--- config.mk ---
export PLATFORM = sky130hd
export DESIGN_NAME = seq_bcd_converter_flat
export DESIGN_NICKNAME = d
export VERILOG_FILES = /design/src/rtl/seq_bcd_converter_if.sv /design/src/rtl/seq_bcd_converter.sv /design/src/flat_wrapper.sv
export SDC_FILE = /design/constraint.sdc
export NUM_CORES = 1
export LEC_CHECK = 0
export BUFFER_PORTS_ARGS = -buffer_cell sky130_fd_sc_hd__buf_2
export CORE_ASPECT_RATIO = 0.5
export CORE_UTILIZATION = 57
export CTS_BUF_LIST = sky130_fd_sc_hd__clkbuf_4 sky130_fd_sc_hd__clkbuf_8 sky130_fd_sc_hd__clkbuf_16
export DETAILED_ROUTE_END_ITERATION = 6
export GPL_TIMING_DRIVEN = 0
export PLACE_DENSITY = 0.79
export SLEW_MARGIN = 5
export SYNTH_ARGS = -nofsm -noshare
export SYNTH_HDL_FRONTEND = slang
export SYNTH_SLANG_ARGS = --single-unit
--- constraint.sdc ---
create_clock -name clk -period 1.43 [get_ports clk]
set_input_delay 0.143 -clock clk [delete_from_list [all_inputs] [get_ports clk]]
set_output_delay 0.143 -clock clk [all_outputs]
set_load 0.05 [all_outputs]
--- src/rtl/seq_bcd_converter_if.sv ---
// Start/busy/done bus between a requester and seq_bcd_converter.
// The master drives the operand and start; the slave returns status and the packed BCD result.
interface seq_bcd_converter_if #(
    parameter int BIN_W  = 14,
    parameter int DIGITS = 4
);
    logic                  start;
    logic [BIN_W-1:0]      bin_in;
    logic                  busy;
    logic                  done;
    logic [4*DIGITS-1:0]   bcd_out;
    logic                  overflow;

    modport master (
        output start,
        output bin_in,
        input  busy,
        input  done,
        input  bcd_out,
        input  overflow
    );

    modport slave (
        input  start,
        input  bin_in,
        output busy,
        output done,
        output bcd_out,
        output overflow
    );
endinterface

--- src/rtl/seq_bcd_converter.sv ---
// Sequential binary to packed BCD (double dabble), one operand bit per clock; optional BCD_LEADING_ZERO_BLANK_EN.
// Latency: start accepted at edge N -> done/bcd_out valid in the cycle after edge N+BIN_W+1.
// No backpressure: start is only sampled in IDLE; starts during SHIFT/DONE are dropped, not queued.
module seq_bcd_converter #(
    parameter int BIN_W  = 14,
    parameter int DIGITS = 4
) (
    input  logic                 clk,
    input  logic                 rst_n,
    seq_bcd_converter_if.slave   bus
);
    localparam int ACC_W = 4 * DIGITS;
    localparam int CNT_W = $clog2(BIN_W + 1);

    localparam logic [1:0] ST_IDLE  = 2'd0;
    localparam logic [1:0] ST_SHIFT = 2'd1;
    localparam logic [1:0] ST_DONE  = 2'd2;

    logic [1:0]        state_q, state_d;
    logic [BIN_W-1:0]  sr_q, sr_d;
    logic [ACC_W-1:0]  acc_q, acc_d;
    logic [CNT_W-1:0]  cnt_q, cnt_d;
    logic              sticky_q, sticky_d;
    logic              busy_q, busy_d;
    logic              done_q, done_d;
    logic [ACC_W-1:0]  bcd_q, bcd_d;
    logic              ovf_q, ovf_d;

    logic [ACC_W-1:0]  acc_adj;
    logic [ACC_W-1:0]  acc_shifted;
    logic              acc_carry_out;
    logic [BIN_W-1:0]  sr_shifted;
    logic [ACC_W-1:0]  result;

    // Add-3 correction: each digit independently, no inter-digit carry.
    always_comb begin
        acc_adj = acc_q;
        for (int i = 0; i < DIGITS; i++) begin
            if (acc_q[4*i +: 4] >= 4'd5) begin
                acc_adj[4*i +: 4] = acc_q[4*i +: 4] + 4'd3;
            end
        end
    end

    assign acc_shifted   = {acc_adj[ACC_W-2:0], sr_q[BIN_W-1]};
    assign acc_carry_out = acc_adj[ACC_W-1];
    assign sr_shifted    = sr_q << 1;

`ifdef BCD_LEADING_ZERO_BLANK_EN
    logic lead_zero;

    always_comb begin
        result    = acc_q;
        lead_zero = 1'b1;
        for (int i = DIGITS - 1; i >= 1; i--) begin
            if (lead_zero && (acc_q[4*i +: 4] == 4'h0)) begin
                result[4*i +: 4] = 4'hF;
            end else begin
                lead_zero = 1'b0;
            end
        end
        if (sticky_q) begin
            result = {DIGITS{4'h9}};
        end
    end
`else
    always_comb begin
        result = sticky_q ? {DIGITS{4'h9}} : acc_q;
    end
`endif

    always_comb begin
        state_d  = state_q;
        sr_d     = sr_q;
        acc_d    = acc_q;
        cnt_d    = cnt_q;
        sticky_d = sticky_q;
        busy_d   = busy_q;
        done_d   = 1'b0;
        bcd_d    = bcd_q;
        ovf_d    = ovf_q;

        case (state_q)
            ST_IDLE: begin
                if (bus.start) begin
                    sr_d     = bus.bin_in;
                    acc_d    = '0;
                    sticky_d = 1'b0;
                    cnt_d    = CNT_W'(BIN_W);
                    busy_d   = 1'b1;
                    state_d  = ST_SHIFT;
                end
            end
            ST_SHIFT: begin
                acc_d    = acc_shifted;
                sr_d     = sr_shifted;
                sticky_d = sticky_q | acc_carry_out;
                cnt_d    = cnt_q - 1'b1;
                if (cnt_q == CNT_W'(1)) begin
                    busy_d  = 1'b0;
                    state_d = ST_DONE;
                end
            end
            ST_DONE: begin
                bcd_d   = result;
                ovf_d   = sticky_q;
                done_d  = 1'b1;
                state_d = ST_IDLE;
            end
            default: begin
                busy_d  = 1'b0;
                state_d = ST_IDLE;
            end
        endcase
    end

    always_ff @(posedge clk or negedge rst_n) begin
        if (!rst_n) begin
            state_q  <= ST_IDLE;
            sr_q     <= '0;
            acc_q    <= '0;
            cnt_q    <= '0;
            sticky_q <= 1'b0;
            busy_q   <= 1'b0;
            done_q   <= 1'b0;
            bcd_q    <= '0;
            ovf_q    <= 1'b0;
        end else begin
            state_q  <= state_d;
            sr_q     <= sr_d;
            acc_q    <= acc_d;
            cnt_q    <= cnt_d;
            sticky_q <= sticky_d;
            busy_q   <= busy_d;
            done_q   <= done_d;
            bcd_q    <= bcd_d;
            ovf_q    <= ovf_d;
        end
    end

    assign bus.busy     = busy_q;
    assign bus.done     = done_q;
    assign bus.bcd_out  = bcd_q;
    assign bus.overflow = ovf_q;

endmodule
--- src/flat_wrapper.sv ---
// flat-port wrapper written by rule: the top's interface ports become plain ports
module seq_bcd_converter_flat 
#(
    parameter int BIN_W  = 14,
    parameter int DIGITS = 4
)
  (clk, rst_n, bus_start, bus_bin_in, bus_busy, bus_done, bus_bcd_out, bus_overflow);
  seq_bcd_converter_if #(.BIN_W(BIN_W), .DIGITS(DIGITS)) bus_i ();
  input  logic clk;
  input  logic rst_n;
  input wire logic [$bits(bus_i.start)-1:0] bus_start;
  input wire logic [$bits(bus_i.bin_in)-1:0] bus_bin_in;
  output wire logic [$bits(bus_i.busy)-1:0] bus_busy;
  output wire logic [$bits(bus_i.done)-1:0] bus_done;
  output wire logic [$bits(bus_i.bcd_out)-1:0] bus_bcd_out;
  output wire logic [$bits(bus_i.overflow)-1:0] bus_overflow;
  assign bus_i.start = bus_start;
  assign bus_i.bin_in = bus_bin_in;
  assign bus_busy = bus_i.busy;
  assign bus_done = bus_i.done;
  assign bus_bcd_out = bus_i.bcd_out;
  assign bus_overflow = bus_i.overflow;
  seq_bcd_converter #(.BIN_W(BIN_W), .DIGITS(DIGITS)) u_core (.clk(clk), .rst_n(rst_n), .bus(bus_i));
endmodule
==> summary.md <==
| Metric | Value |
|---|---|
| HPWL after DPL | `4225 µm` |
| DR pass1 iterations | `4` |
| Met1 Use GR | `0.3351` |
| Slowest cell delay on critical path | `390 ps` |
| Reg clk slew, reported paths | `110 ps` |
| Distinct cells, synth | `31` |
| Power consumption | `around 7800 µW` |
| Gr busiest metal | `met2` |
| WL final | `6226 µm` |
| Actual slew at the worst max-slew pin | `698.3 ps` |
| Post-synthesis xor/xnor area fraction | `0.01279` |
| Initial antenna violation count | `0` |
| Most used DFF post-synth | `dfrtp_1` |
| Netlist area before placement | `2740 µm²` |
| Slew HR | `0.5345` |
| Routed Antenna Nets | `0` |
| Cell with the most instances after synthesis | `dfrtp_1` |
| RePlAce Congestion | `0.8328` |
| Most used cell, CP | `buf_2` |
| Overflow after GRT | `0` |
| Final worst slack | `14.64 ps` |
| WS Path Type | `register to register` |
| Area of the multi-input gates | `1231 µm²` |
| Period utilisation layout | `0.9898` |
| Filler cells | `332` |
| Area Growth Syn to Fin | `18.17%` |
| Synth top cells by count | `56 x dfrtp_1, 49 x nand2_1, 22 x nor2_1` |
| Post-synth net total | `311` |
| Worst vdd ir | `roughly 0.88 mV` |
| DR vias/cell | `5.693` |
| Via count | `2283` |
| Slew Viols, Final | `0` |
| Register-to-register setup slack | `10 ps` |
| Root buffer cell | `clkbuf_8` |
| Pwr/cell area | `2399 nW/µm²` |
| Vias in the first global route | `2138` |
| WP data required | `between 1500 and 2000 ps` |
| Initial Util | `0.6077` |
| Largest family of logic cells by synthesized area | `compound AO/OA/AOI/OAI gates` |
| Yosys top cell area share | `0.5114` |
| Place WS | `-78.63 ps` |
| Port bufs | `35` |
| CP Launch Point | `u_core.state_q[0]` |
| Ys async rst share | `1.000` |
| Critical Path, Cell by Cell | `nor2b_1, buf_2, buf_2, o2111ai_1, o211ai_1` |
| Post-Place Cell Area | `2998 µm²` |
| Setup TNS Final | `0 ps` |
| Top cell family by delay on the critical path | `buffers and inverters` |
| Number of synthesized flops with an enable pin | `0` |
| Synthesized flop and latch total | `56` |
| Post-detailed-route DRC marker count | `0` |
| Die W | `between 100 and 150 µm` |
| Worst setup EP type | `register` |
| Grt met3 use | `0.06156` |
| Reg2Reg Launch Point | `u_core.state_q[0]` |
| Worst setup skew after layout | `21.16 ps` |
| # Max-Cap Violations | `0` |
| Leak | `0.001553 µW` |
| TritonCTS buffer count | `5` |
| Clk_lat worst skew | `320 ps` |
| Simple-gate share of the synthesized area | `0.1457` |
| Share of post-route cells with drive strength above 1 | `0.2657` |
| Largest net degree at the start of global routing | `57` |
| Post-synth top area cell | `dfrtp_1` |
| Die Ht | `between 50 and 60 µm` |
| Io pins | `36` |
| Die area | `approximately 5100 µm²` |
| H-tree levels | `2` |
| Post-synthesis sequential area ratio | `0.5114` |
| Syn Inst Count | `284` |
| Run status | `completed` |
| Synth Area in Adders | `0.04566` |
| Complex-gate fraction of the synthesized area | `0.2110` |
| First-pass GRT wire length | `9894 µm` |
| Clock Path Buffers | `2` |
| CTS sink count | `56` |
| Hold Vio Cnt, Final | `0` |
| Row count | `17` |
| NumNets Final | `between 300 and 400` |
| Fmax | `roughly 710 MHz` |
| Min Hold Slack | `64.35 ps` |
| Register area | `1403 µm²` |
| Worst path slowest cell | `dfrtp_1` |
| Fin area | `3238 µm²` |
| CP Buf/Inv Count | `2` |
| Met2 usage | `0.4253` |
| Top post-synthesis cells by area | `dfrtp_1 51%, nand2_1 6.7%, ha_1 4.6%` |
| Mux cell area share after synthesis | `0.007763` |
| Worst Hold Class | `input port to register` |
| Initial DRC Count | `144` |
| Synthesized area per cell | `9.648 µm²` |
| # diodes | `0` |
| CP Launch Type | `register` |
| Post-DR wirelength/cell | `15.53 µm` |
| Critical path data arrival time | `1650 ps` |
| CP Max Fanout | `10` |
| Final min period | `~1400 ps` |
| Worst Hold Launch | `bus_bin_in[5]` |
| GRT Util Overall | `0.2547` |
| Core area | `approximately 4500 µm²` |
| Finish-stage setup viols | `0` |
| CTS tree | `done` |
| Synthesis Warnings | `0` |
-- report_power, final --
| part | switching, µW | internal, µW | total (µW) |
|---|---|---|---|
| registers | 443 | 2230 | 2680 |
| logic | 2590 | 1610 | 4200 |
| clock network | 539 | 349 | 888 |
-- layer usage --
layer,vias up,share of wire
met1,1081,0.46
li1,1094,-
met5,-,0
met4,0,0.014
met3,10,0.069
met2,98,0.46
-- kinds of logic (layout without fill, tap and decap cells) --
kind of cell	after synthesis	in the layout
AND/OR/NAND/NOR	92	92
AO/OA/AOI/OAI	82	82
flip-flops	56	56
XOR/XNOR	4	4
multiplexers	2	2
adder cells (fa/ha/maj)	10	10
buffers and inverters	38	89
-- flip-flops by register name (all words and copies together) (netlist names) --
signal	cells
u_core.acc_q	16
u_core.bus.bcd_out	16
u_core.sr_q	14
u_core.cnt_q	4
u_core.state_q	2
u_core.bus.busy	1
u_core.bus.done	1
u_core.bus.overflow	1
u_core.sticky_q	1
-- area by class of cell --
cell class | instances | area share
plain buffers | 18 | 0.03594
clock buffers | 5 | 0.02125
well taps | 66 | 0.02550
flip-flops and latches | 56 | 0.4332
inverters | 20 | 0.02318
clock inverters | 3 | 0.006569
repair buffers | 43 | 0.07419
multi-input cells | 190 | 0.3802
-- layout by cell type, fill, tap and decap left out, drive strengths merged --
cell type,instances
o32ai,4
a21oi,6
a31oi,11
nor2b,9
clkbuf,9
dlygate4sd3,1
o21a,4
a32o,4
mux2i,1
o21ba,1
clkinv,1
o221ai,4
xnor2,4
nor2,22
nor3b,1
and2,1
nand2b,8
mux2,1
buf,56
nand2,49
clkinvlp,1
o31ai,13
o2111ai,8
dfrtp,56
nor3,1
inv,21
o211ai,4
nand3b,1
a22oi,3
o21ai,19
o21bai,1
ha,10
-- per-stage QoR --
step                      std cells    util
final                           401  0.7181
after global routing            401  0.7181
after CTS                       397  0.6970
after detailed placement        385  0.6648
after global placement          385  0.6648
after floorplan                 284       -
-- path summary, 6_finish.rpt --
kind                                          to  cells after the start
setup / recovery                u_core.acc_q[10]                      5
hold / removal                    u_core.sr_q[5]                      3
setup reg to reg                u_core.acc_q[10]                      5
hold reg to reg            u_core.bus.bcd_out[0]                      2
max in group asynchronous       u_core.acc_q[12]                      2
min in group asynchronous       u_core.acc_q[15]                      2
-- timing repair --
action,in CTS,in global routing
gates resized for setup,9,22
hold buffers,0,1
setup endpoints to repair,12,19
hold endpoints to repair,0,56
buffers inserted,4,3
-- worst min-delay path, stage by stage --
cell	delay [ps]
buf_2	100
nand2_1	40
a31oi_1	70
(Power assumes the default switching activity.)
